==> src/rtl/mem_load_unit_if.sv <==
// Bundle of the request, response and data-memory signals of the load unit.
// The slave modport is the load unit. The master modport is its environment: the MEM stage plus the memory.
interface mem_load_unit_if;
  logic        re;
  logic [63:0] addr;
  logic [2:0]  func3;
  logic [4:0]  rd_in;
  logic [63:0] mem_rdata;
  logic        mem_re;
  logic [7:0]  mem_addr;
  logic [63:0] load_data;
  logic [4:0]  rd_out;
  logic        load_valid;
  logic        load_fault;
  logic        busy;

  modport master (
    output re, addr, func3, rd_in, mem_rdata,
    input  mem_re, mem_addr, load_data, rd_out, load_valid, load_fault, busy
  );

  modport slave (
    input  re, addr, func3, rd_in, mem_rdata,
    output mem_re, mem_addr, load_data, rd_out, load_valid, load_fault, busy
  );
endinterface

==> src/rtl/mem_load_unit.sv <==
// Load path of the data-memory interface: issues one read per accepted request,
// waits MEM_LAT cycles, then returns the sign/zero-extended word with its register tag.
module mem_load_unit #(
  parameter int unsigned MEM_LAT = 1
) (
  input  logic            clk,
  input  logic            rst_n,
  mem_load_unit_if.slave  bus
);

  localparam logic [1:0] ST_IDLE  = 2'd0;
  localparam logic [1:0] ST_ISSUE = 2'd1;
  localparam logic [1:0] ST_WAIT  = 2'd2;
  localparam logic [1:0] ST_RESP  = 2'd3;

  localparam int unsigned             CNT_W    = (MEM_LAT > 1) ? $clog2(MEM_LAT) : 1;
  localparam logic [CNT_W-1:0]        CNT_INIT = CNT_W'(MEM_LAT - 1);
  localparam logic [CNT_W-1:0]        CNT_ONE  = CNT_W'(1);
  localparam logic [CNT_W-1:0]        CNT_ZERO = CNT_W'(0);

  logic [1:0]       state_r;
  logic [1:0]       state_nxt_s;
  logic [CNT_W-1:0] cnt_r;
  logic [CNT_W-1:0] cnt_nxt_s;
  logic             accept_s;
  logic             capture_s;
  logic [2:0]       func3_r;
  logic [4:0]       rd_lat_r;
  logic [64:0]      ext_s;

  logic             mem_re_r;
  logic [7:0]       mem_addr_r;
  logic             busy_r;
  logic             load_valid_r;
  logic [63:0]      load_data_r;
  logic [4:0]       rd_out_r;
  logic             load_fault_r;

  // Bit 64 flags an illegal load type; the data field is then forced to zero.
  function automatic logic [64:0] extend_load(input logic [63:0] w, input logic [2:0] f3);
    logic [64:0] r;
    case (f3)
      3'b000:  r = {1'b0, {56{w[7]}},  w[7:0]};
      3'b001:  r = {1'b0, {48{w[15]}}, w[15:0]};
      3'b010:  r = {1'b0, {32{w[31]}}, w[31:0]};
      3'b011:  r = {1'b0, w};
      3'b100:  r = {1'b0, 56'h0, w[7:0]};
      3'b101:  r = {1'b0, 48'h0, w[15:0]};
      3'b110:  r = {1'b0, 32'h0, w[31:0]};
      default: r = {1'b1, 64'h0};
    endcase
    return r;
  endfunction

  // Next-state, latency counter and accept/capture strobes.
  always_comb begin
    state_nxt_s = state_r;
    cnt_nxt_s   = cnt_r;
    accept_s    = 1'b0;
    capture_s   = 1'b0;
    case (state_r)
      ST_IDLE, ST_RESP: begin
        if (bus.re) begin
          state_nxt_s = ST_ISSUE;
          accept_s    = 1'b1;
        end else begin
          state_nxt_s = ST_IDLE;
        end
      end
      ST_ISSUE: begin
        state_nxt_s = ST_WAIT;
        cnt_nxt_s   = CNT_INIT;
      end
      ST_WAIT: begin
        if (cnt_r != CNT_ZERO) begin
          cnt_nxt_s = cnt_r - CNT_ONE;
        end else begin
          capture_s   = 1'b1;
          state_nxt_s = ST_RESP;
        end
      end
      default: begin
        state_nxt_s = ST_IDLE;
      end
    endcase
  end

  // Extension of the memory word with the func3 latched at acceptance.
  always_comb begin
    ext_s = extend_load(bus.mem_rdata, func3_r);
  end

  // FSM state and counter; the strobes are registered from the next state so they line up with it.
  always_ff @(posedge clk or negedge rst_n) begin
    if (!rst_n) begin
      state_r      <= ST_IDLE;
      cnt_r        <= CNT_ZERO;
      mem_re_r     <= 1'b0;
      busy_r       <= 1'b0;
      load_valid_r <= 1'b0;
    end else begin
      state_r      <= state_nxt_s;
      cnt_r        <= cnt_nxt_s;
      mem_re_r     <= (state_nxt_s == ST_ISSUE);
      busy_r       <= (state_nxt_s == ST_ISSUE) || (state_nxt_s == ST_WAIT);
      load_valid_r <= (state_nxt_s == ST_RESP);
    end
  end

  // Request fields are latched on acceptance, so later changes upstream cannot leak in.
  always_ff @(posedge clk or negedge rst_n) begin
    if (!rst_n) begin
      mem_addr_r <= 8'h00;
      func3_r    <= 3'b000;
      rd_lat_r   <= 5'd0;
    end else if (accept_s) begin
      mem_addr_r <= bus.addr[7:0];
      func3_r    <= bus.func3;
      rd_lat_r   <= bus.rd_in;
    end else begin
      mem_addr_r <= mem_addr_r;
      func3_r    <= func3_r;
      rd_lat_r   <= rd_lat_r;
    end
  end

  // Result registers hold until the next capture.
  always_ff @(posedge clk or negedge rst_n) begin
    if (!rst_n) begin
      load_data_r  <= 64'h0;
      rd_out_r     <= 5'd0;
      load_fault_r <= 1'b0;
    end else if (capture_s) begin
      load_data_r  <= ext_s[63:0];
      rd_out_r     <= rd_lat_r;
      load_fault_r <= ext_s[64];
    end else begin
      load_data_r  <= load_data_r;
      rd_out_r     <= rd_out_r;
      load_fault_r <= load_fault_r;
    end
  end

  assign bus.mem_re     = mem_re_r;
  assign bus.mem_addr   = mem_addr_r;
  assign bus.busy       = busy_r;
  assign bus.load_valid = load_valid_r;
  assign bus.load_data  = load_data_r;
  assign bus.rd_out     = rd_out_r;
  assign bus.load_fault = load_fault_r;

endmodule

==> src/flat_wrapper.sv <==
// flat-port wrapper written by rule: the top's interface ports become plain ports
module mem_load_unit_flat 
#(
  parameter int unsigned MEM_LAT = 1
)
  (clk, rst_n, bus_re, bus_addr, bus_func3, bus_rd_in, bus_mem_rdata, bus_mem_re, bus_mem_addr, bus_load_data, bus_rd_out, bus_load_valid, bus_load_fault, bus_busy);
  mem_load_unit_if bus_i ();
  input  logic clk;
  input  logic rst_n;
  input wire logic [$bits(bus_i.re)-1:0] bus_re;
  input wire logic [$bits(bus_i.addr)-1:0] bus_addr;
  input wire logic [$bits(bus_i.func3)-1:0] bus_func3;
  input wire logic [$bits(bus_i.rd_in)-1:0] bus_rd_in;
  input wire logic [$bits(bus_i.mem_rdata)-1:0] bus_mem_rdata;
  output wire logic [$bits(bus_i.mem_re)-1:0] bus_mem_re;
  output wire logic [$bits(bus_i.mem_addr)-1:0] bus_mem_addr;
  output wire logic [$bits(bus_i.load_data)-1:0] bus_load_data;
  output wire logic [$bits(bus_i.rd_out)-1:0] bus_rd_out;
  output wire logic [$bits(bus_i.load_valid)-1:0] bus_load_valid;
  output wire logic [$bits(bus_i.load_fault)-1:0] bus_load_fault;
  output wire logic [$bits(bus_i.busy)-1:0] bus_busy;
  assign bus_i.re = bus_re;
  assign bus_i.addr = bus_addr;
  assign bus_i.func3 = bus_func3;
  assign bus_i.rd_in = bus_rd_in;
  assign bus_i.mem_rdata = bus_mem_rdata;
  assign bus_mem_re = bus_i.mem_re;
  assign bus_mem_addr = bus_i.mem_addr;
  assign bus_load_data = bus_i.load_data;
  assign bus_rd_out = bus_i.rd_out;
  assign bus_load_valid = bus_i.load_valid;
  assign bus_load_fault = bus_i.load_fault;
  assign bus_busy = bus_i.busy;
  mem_load_unit #(.MEM_LAT(MEM_LAT)) u_core (.clk(clk), .rst_n(rst_n), .bus(bus_i));
endmodule
==> config.mk <==
export PLATFORM = sky130hd
export DESIGN_NAME = mem_load_unit_flat
export DESIGN_NICKNAME = d
export VERILOG_FILES = /design/src/rtl/mem_load_unit_if.sv /design/src/rtl/mem_load_unit.sv /design/src/flat_wrapper.sv
export SDC_FILE = /design/constraint.sdc
export NUM_CORES = 1
export LEC_CHECK = 0
export BUFFER_PORTS_ARGS = -buffer_cell sky130_fd_sc_hd__buf_2
export CORE_MARGIN = 5
export CORE_UTILIZATION = 45
export CTS_CLUSTER_DIAMETER = 200
export DETAILED_ROUTE_END_ITERATION = 16
export PLACE_DENSITY = 0.95
export SYNTH_ARGS = -nofsm -noshare
export SYNTH_HDL_FRONTEND = slang
export SYNTH_SLANG_ARGS = --single-unit
==> constraint.sdc <==
create_clock -name clk -period 4.5 [get_ports clk]
set_clock_uncertainty 0.05 [all_clocks]
set_input_delay 0.225 -clock clk [delete_from_list [all_inputs] [get_ports clk]]
set_output_delay 0.225 -clock clk [all_outputs]
set_load 0.005 [all_outputs]
-- Yosys cells after proc, flatten, opt, wreduce, memory -nomap -nowiden
Index checks and enable logic that the tools add are counted.
W data, S select, Z words.
- input bits: 139
- register bits after elaboration: 92
- add/sub/neg operators: 1
- muxes and demuxes: 10
- reduce and logical (&&, ||, !) cells: 5
- equality and inequality tests: 12
- operator list (kind ; number):
    $pmux W65 S7 ; 1
    $eq A3 B3 Y1 const B ; 3
    $eq A2 B2 Y1 const B ; 4
    $eq A3 B2 Y1 const B ; 2
    $mux W1 ; 6
    $pmux W2 S3 ; 1
    $eq A2 B1 Y1 const B ; 2
    $eq A3 B1 Y1 const B ; 1
    $logic_not A3 Y1 ; 1
    $logic_not A2 Y1 ; 1
    $mux W2 ; 1
    $pmux W1 S2 ; 1
    $reduce_bool A2 Y1 ; 1
    $reduce_or A2 Y1 ; 1
    $logic_or A1 B1 Y1 ; 1
    $sub A1 B1 Y1 const B ; 1

-- Logic depth before layout (Yosys ltp)
- depth in word-level cells: 5
- gate-level depth with buffers: 7

-- Worst setup path after synthesis
Ideal clock, no wire load.
- path type: register -> register
- from: register u_core.state_r[0]
- to: register u_core.mem_addr_r[2] (netlist: u_core.bus.mem_addr[2])
- data required time: 4.325 ns
- path slack: 2.836 ns
- clock period less this slack: 1.664 ns
- buffers on the path: 1
- data arrival time: 1.490 ns
- cell stages (with the launch flop): 6
- cell sequence: dfrtp_1 -> inv_1 -> ha_1 -> nand2_1 -> buf_2 -> mux2_2
- longest elaborated chain between the ends: 3
- elaborated cells on any way between the ends: 4
- those cells by class: 1 x eq/ne; 1 x mux; 2 x reduce/logical
- RTL lines (element ; RTL line ; text):
    start, declared ; mem_load_unit.sv:21 ; logic [1:0] state_r;
    start signal, assigned ; mem_load_unit.sv:102 ; state_r <= state_nxt_s;
    $eq A2 B2 Y1 or $logic_not A2 Y1 (tied branches) ; mem_load_unit.sv:61 ; case (state_r)
    $reduce_or A2 Y1 (*) ; mem_load_unit.sv:61 ;
    $mux W1 (*) ; mem_load_unit.sv:61 ;
    end signal, assigned ; mem_load_unit.sv:117 ; mem_addr_r <= bus.addr[7:0];
    end signal, assigned ; mem_load_unit.sv:121 ; mem_addr_r <= mem_addr_r;
    end, declared ; mem_load_unit.sv:32 ; logic [7:0] mem_addr_r;
Every way passes the cells marked *; elsewhere a longest branch is shown, timed or not.
A chain may end at the register's enable or synchronous reset.

-- Worst setup path in the final report
- from: register u_core.state_r[0]
- to: register u_core.load_data_r[49] (netlist: u_core.bus.load_data[49])
- longest elaborated chain between the ends: 2
- RTL lines (element ; RTL line ; text):
    $eq A2 B2 Y1 ; mem_load_unit.sv:61 ;
    $mux W1 ; mem_load_unit.sv:61 ;
    end signal, assigned ; mem_load_unit.sv:134 ; load_data_r <= ext_s[63:0];
    end signal, assigned ; mem_load_unit.sv:138 ; load_data_r <= load_data_r;
    end, declared ; mem_load_unit.sv:35 ; logic [63:0] load_data_r;
Every way passes these cells.

==> impl_metrics.yaml <==
outcome:
  outcome: "finished, final reports clean"
cells_and_area:
  drive_gt1_share_pct: 52.7
  diodes: 0
  multi_input_area_um2: 1250
  utilization_pct: 58.5
  n_fill_cell: 667
  area_delta_synth_final_pct: 28.1
  seq_area_um2: 2280
  nets: 547
synth:
  synth_top_family_by_area: "compound AO/OA/AOI/OAI gates"
  syn_area_um2: 3690
  synth_xor_area_share_pct: 0
  ys.warnings.count: 0
  seq_area_frac_synth_pct: 61.7
  synth_adder_area_share_pct: 0.339
  synth-compound-area-share_pct: 21.8
  synth_cell_types: 30
  synth_nets: 396
  muxShareOfSynthArea_pct: 6.68
  ys_seq_elements: 91
  synthCells: 256
  syn_avg_cell_area_um2: 14.4
  synthSimpleGateAreaFrac_pct: 5.08
cts:
  hold_buffers: 0
  clockRootBuffer: "clkbuf_8"
  clkLatencyLatePin_ps: 340
  htreeDepth: 3
  cts_tree: "done"
  ctsResizeCount: 0
  clock-sinks: 91
  clk_pin_slew_ps: 90
  cts_buffer_depth: 2
  post_cts_buffers: 0
  numCtsBuffers: 9
drt:
  met2_wirelength_um: 4410
  dr.pass1.iters: 4
  vias_per_cell: 5.35
  highest_layer: "met5"
  num_vias: 2766
  wire_per_inst_um: 17.2
  post-route-drc-count: 0
  wl_met1_um: 3590
  met3_length_um: 707
  routed_wl_um: 8870
  drtIter0Drc: 118
  ant_nets: 0
die:
  die_w_um: 101
  die_y_um: 101
  num_rows: 33
  die-area_um2: 10100
  pin_count: 220
  core-area_um2: 8090
  start_util_pct: 45.6
setup_path:
  critPathKind: "reg2reg"
  startpoint_type: "flip-flop"
  crit_slowest_cell: "nor2_2"
  cp_max_fo: 32
  slowest_delay_ps: 1020
  path_cells: "inv_1, ha_1, nand2b_4, nor2_2, a221o_1"
  required_ps: 4720
  arrival_ps: 3110
  cp-end-kind: "flip-flop"
placement:
  place_hpwl_um: 6240
  numPortBuffers: 163
  gpl.final_weighted_congestion: 0.767
sta:
  finalSetupViolCount: 0
  fin_crit_sh_pct: 64.2
  finalSetupTns_ps: 0
  rsz0062_at_grt: "false"
  finalMaxSlewViolations: 0
  fmax_mhz: 346
  whs_ps: 34.7
  worst_pin_slew_ps: 1280
  slew_headroom_pct: 14.6
  hold_viol_final: 0
  period_needed_ps: 2890
grt:
  overflow: 0
  grt_pass1_vias: 2935
  antenna_found_initial: 1
  grtUsageTotal_pct: 17.7
  grt_pass1_wl_um: 14100
  grt_max_degree: 92
power:
  power.leakage_nw: 2.43
  ir_worst_vdd_mv: 0.350
  p_per_area_nw_per_um2: 720
worst_hold_path:
  hold_path_class: "in2async"
flow_run:
  max_cap_violations: 0
==> cell type report <==
type                       instances  share of cell area [%]
clock buffer                      10                    2.91
clock inverter                     6                    1.98
tap                              105                    2.78
inverter                           5                   0.397
sequential                        91                    48.1
timing repair buffer             163                    17.3
multi-input combinational        137                    26.5
==> worst max-delay path: cells and delay by family, from the launching register on <==
family	cells	cell delay, ps
buf+inv	1	50
fa+ha+maj	1	870
flops	1	360
compound gates	1	310
simple gates	2	1160
==> layout by cell type, fill, tap and decap left out <==
| cell | Yosys | final |
|---|---|---|
| nand3b_1 | 1 | 1 |
| mux2_2 | 21 | 21 |
| nor2b_1 | 16 | 16 |
| nand2_1 | 2 | 2 |
| a221o_1 | 40 | 40 |
| nand2b_4 | 1 | 1 |
| or3b_4 | 1 | 1 |
| a22o_1 | 8 | 8 |
| clkbuf_8 | 0 | 10 |
| inv_6 | 0 | 2 |
| inv_1 | 4 | 4 |
| buf_4 | 1 | 1 |
| o22ai_4 | 1 | 1 |
| dfrtp_1 | 91 | 91 |
| o21ai_0 | 1 | 1 |
| and2_1 | 1 | 1 |
| ha_1 | 1 | 1 |
| a2bb2oi_1 | 6 | 6 |
| bufinv_16 | 0 | 2 |
| clkinv_4 | 0 | 1 |
| o211a_1 | 1 | 1 |
| nor2_2 | 0 | 1 |
| a21oi_1 | 17 | 17 |
| mux2i_1 | 1 | 1 |
| or3_1 | 1 | 1 |
| nor4b_2 | 1 | 1 |
| a2bb2oi_2 | 10 | 10 |
| buf_2 | 5 | 162 |
| clkinvlp_4 | 0 | 1 |
| nand3_1 | 1 | 1 |
| nor2_1 | 4 | 3 |
| a21boi_2 | 1 | 1 |
| inv_2 | 1 | 1 |
==> metal layers <==
metal | GRT usage, % | vias up
met1 | 21.9 | 1365
li1 | - | 1273
met2 | 28.9 | 110
met4 | 7.88 | 2
met5 | 0 | -
met3 | 4.84 | 16
==> where the power goes <==
part | leakage [nW] | total, mW | internal, mW | switching, mW
Sequential | 1.15 | 1.34 | 1.16 | 0.184
Clock | 0.113 | 0.625 | 0.333 | 0.292
Combinational | 1.16 | 1.44 | 0.757 | 0.683
Total | 2.43 | 3.41 | 2.25 | 1.16
==> synthesized netlist by cell type (all sizes together) <==
master | instances | share of area, %
mux2 | 21 | 6.4
nor2 | 4 | 0.41
nand2b | 1 | 0.37
a22o | 8 | 1.9
a21oi | 17 | 2.3
nor4b | 1 | 0.41
buf | 12 | 2.8
nand3b | 1 | 0.20
clkbuf | 11 | 1.1
or3 | 1 | 0.17
nand2 | 2 | 0.20
o21ai | 1 | 0.14
ha | 1 | 0.34
inv | 5 | 0.51
a221o | 40 | 11
nand3 | 1 | 0.14
mux2i | 1 | 0.27
dfrtp | 91 | 62
o211a | 1 | 0.27
a2bb2oi | 16 | 5.5
a21boi | 1 | 0.30
nor2b | 16 | 2.7
or3b | 1 | 0.30
and2 | 1 | 0.17
o22ai | 1 | 0.54
==> logic make-up after synthesis <==
kind of cell,count (synthesis)
AOI/OAI and AO/OA,85
adders and majority gates,1
buffers and inverters,28
DFF,91
muxes,22
and+or+nand+nor,29
==> state kept, by name, indices dropped and copies added (netlist names) <==
signal,count
u_core.bus.busy,1
u_core.bus.load_data,64
u_core.bus.load_fault,1
u_core.bus.load_valid,1
u_core.bus.mem_addr,8
u_core.bus.mem_re,1
u_core.bus.rd_out,5
u_core.func3_r,3
u_core.rd_lat_r,5
u_core.state_r,2
==> worst paths after layout <==
kind	startpoint	to	slack (ps)	cells after the start
max	u_core.state_r[0]	u_core.bus.load_data[49]	1610	5
max reg2reg	u_core.state_r[0]	u_core.bus.load_data[49]	1610	5
min	rst_n	u_core.bus.load_data[19]	30	1
min reg2reg	u_core.bus.load_fault	u_core.bus.load_fault	450	2
max in group asynchronous	rst_n	u_core.bus.load_data[39]	3670	1
min in group clk	bus_mem_rdata[50]	u_core.bus.load_data[50]	40	2
==> stage by stage <==
step | instances | total power, mW | setup slack, ps | cell area [µm²]
floorplan | 256 | 2.35 | 2840 | 3690
global placement | 501 | 2.73 | 1730 | 4500
detailed placement | 501 | 2.82 | 1600 | 4500
CTS | 517 | 3.45 | 1620 | 4730
global route | 517 | 3.64 | 1430 | 4730
finish | 517 | 3.41 | 1610 | 4730
(Power assumes the default switching activity.)
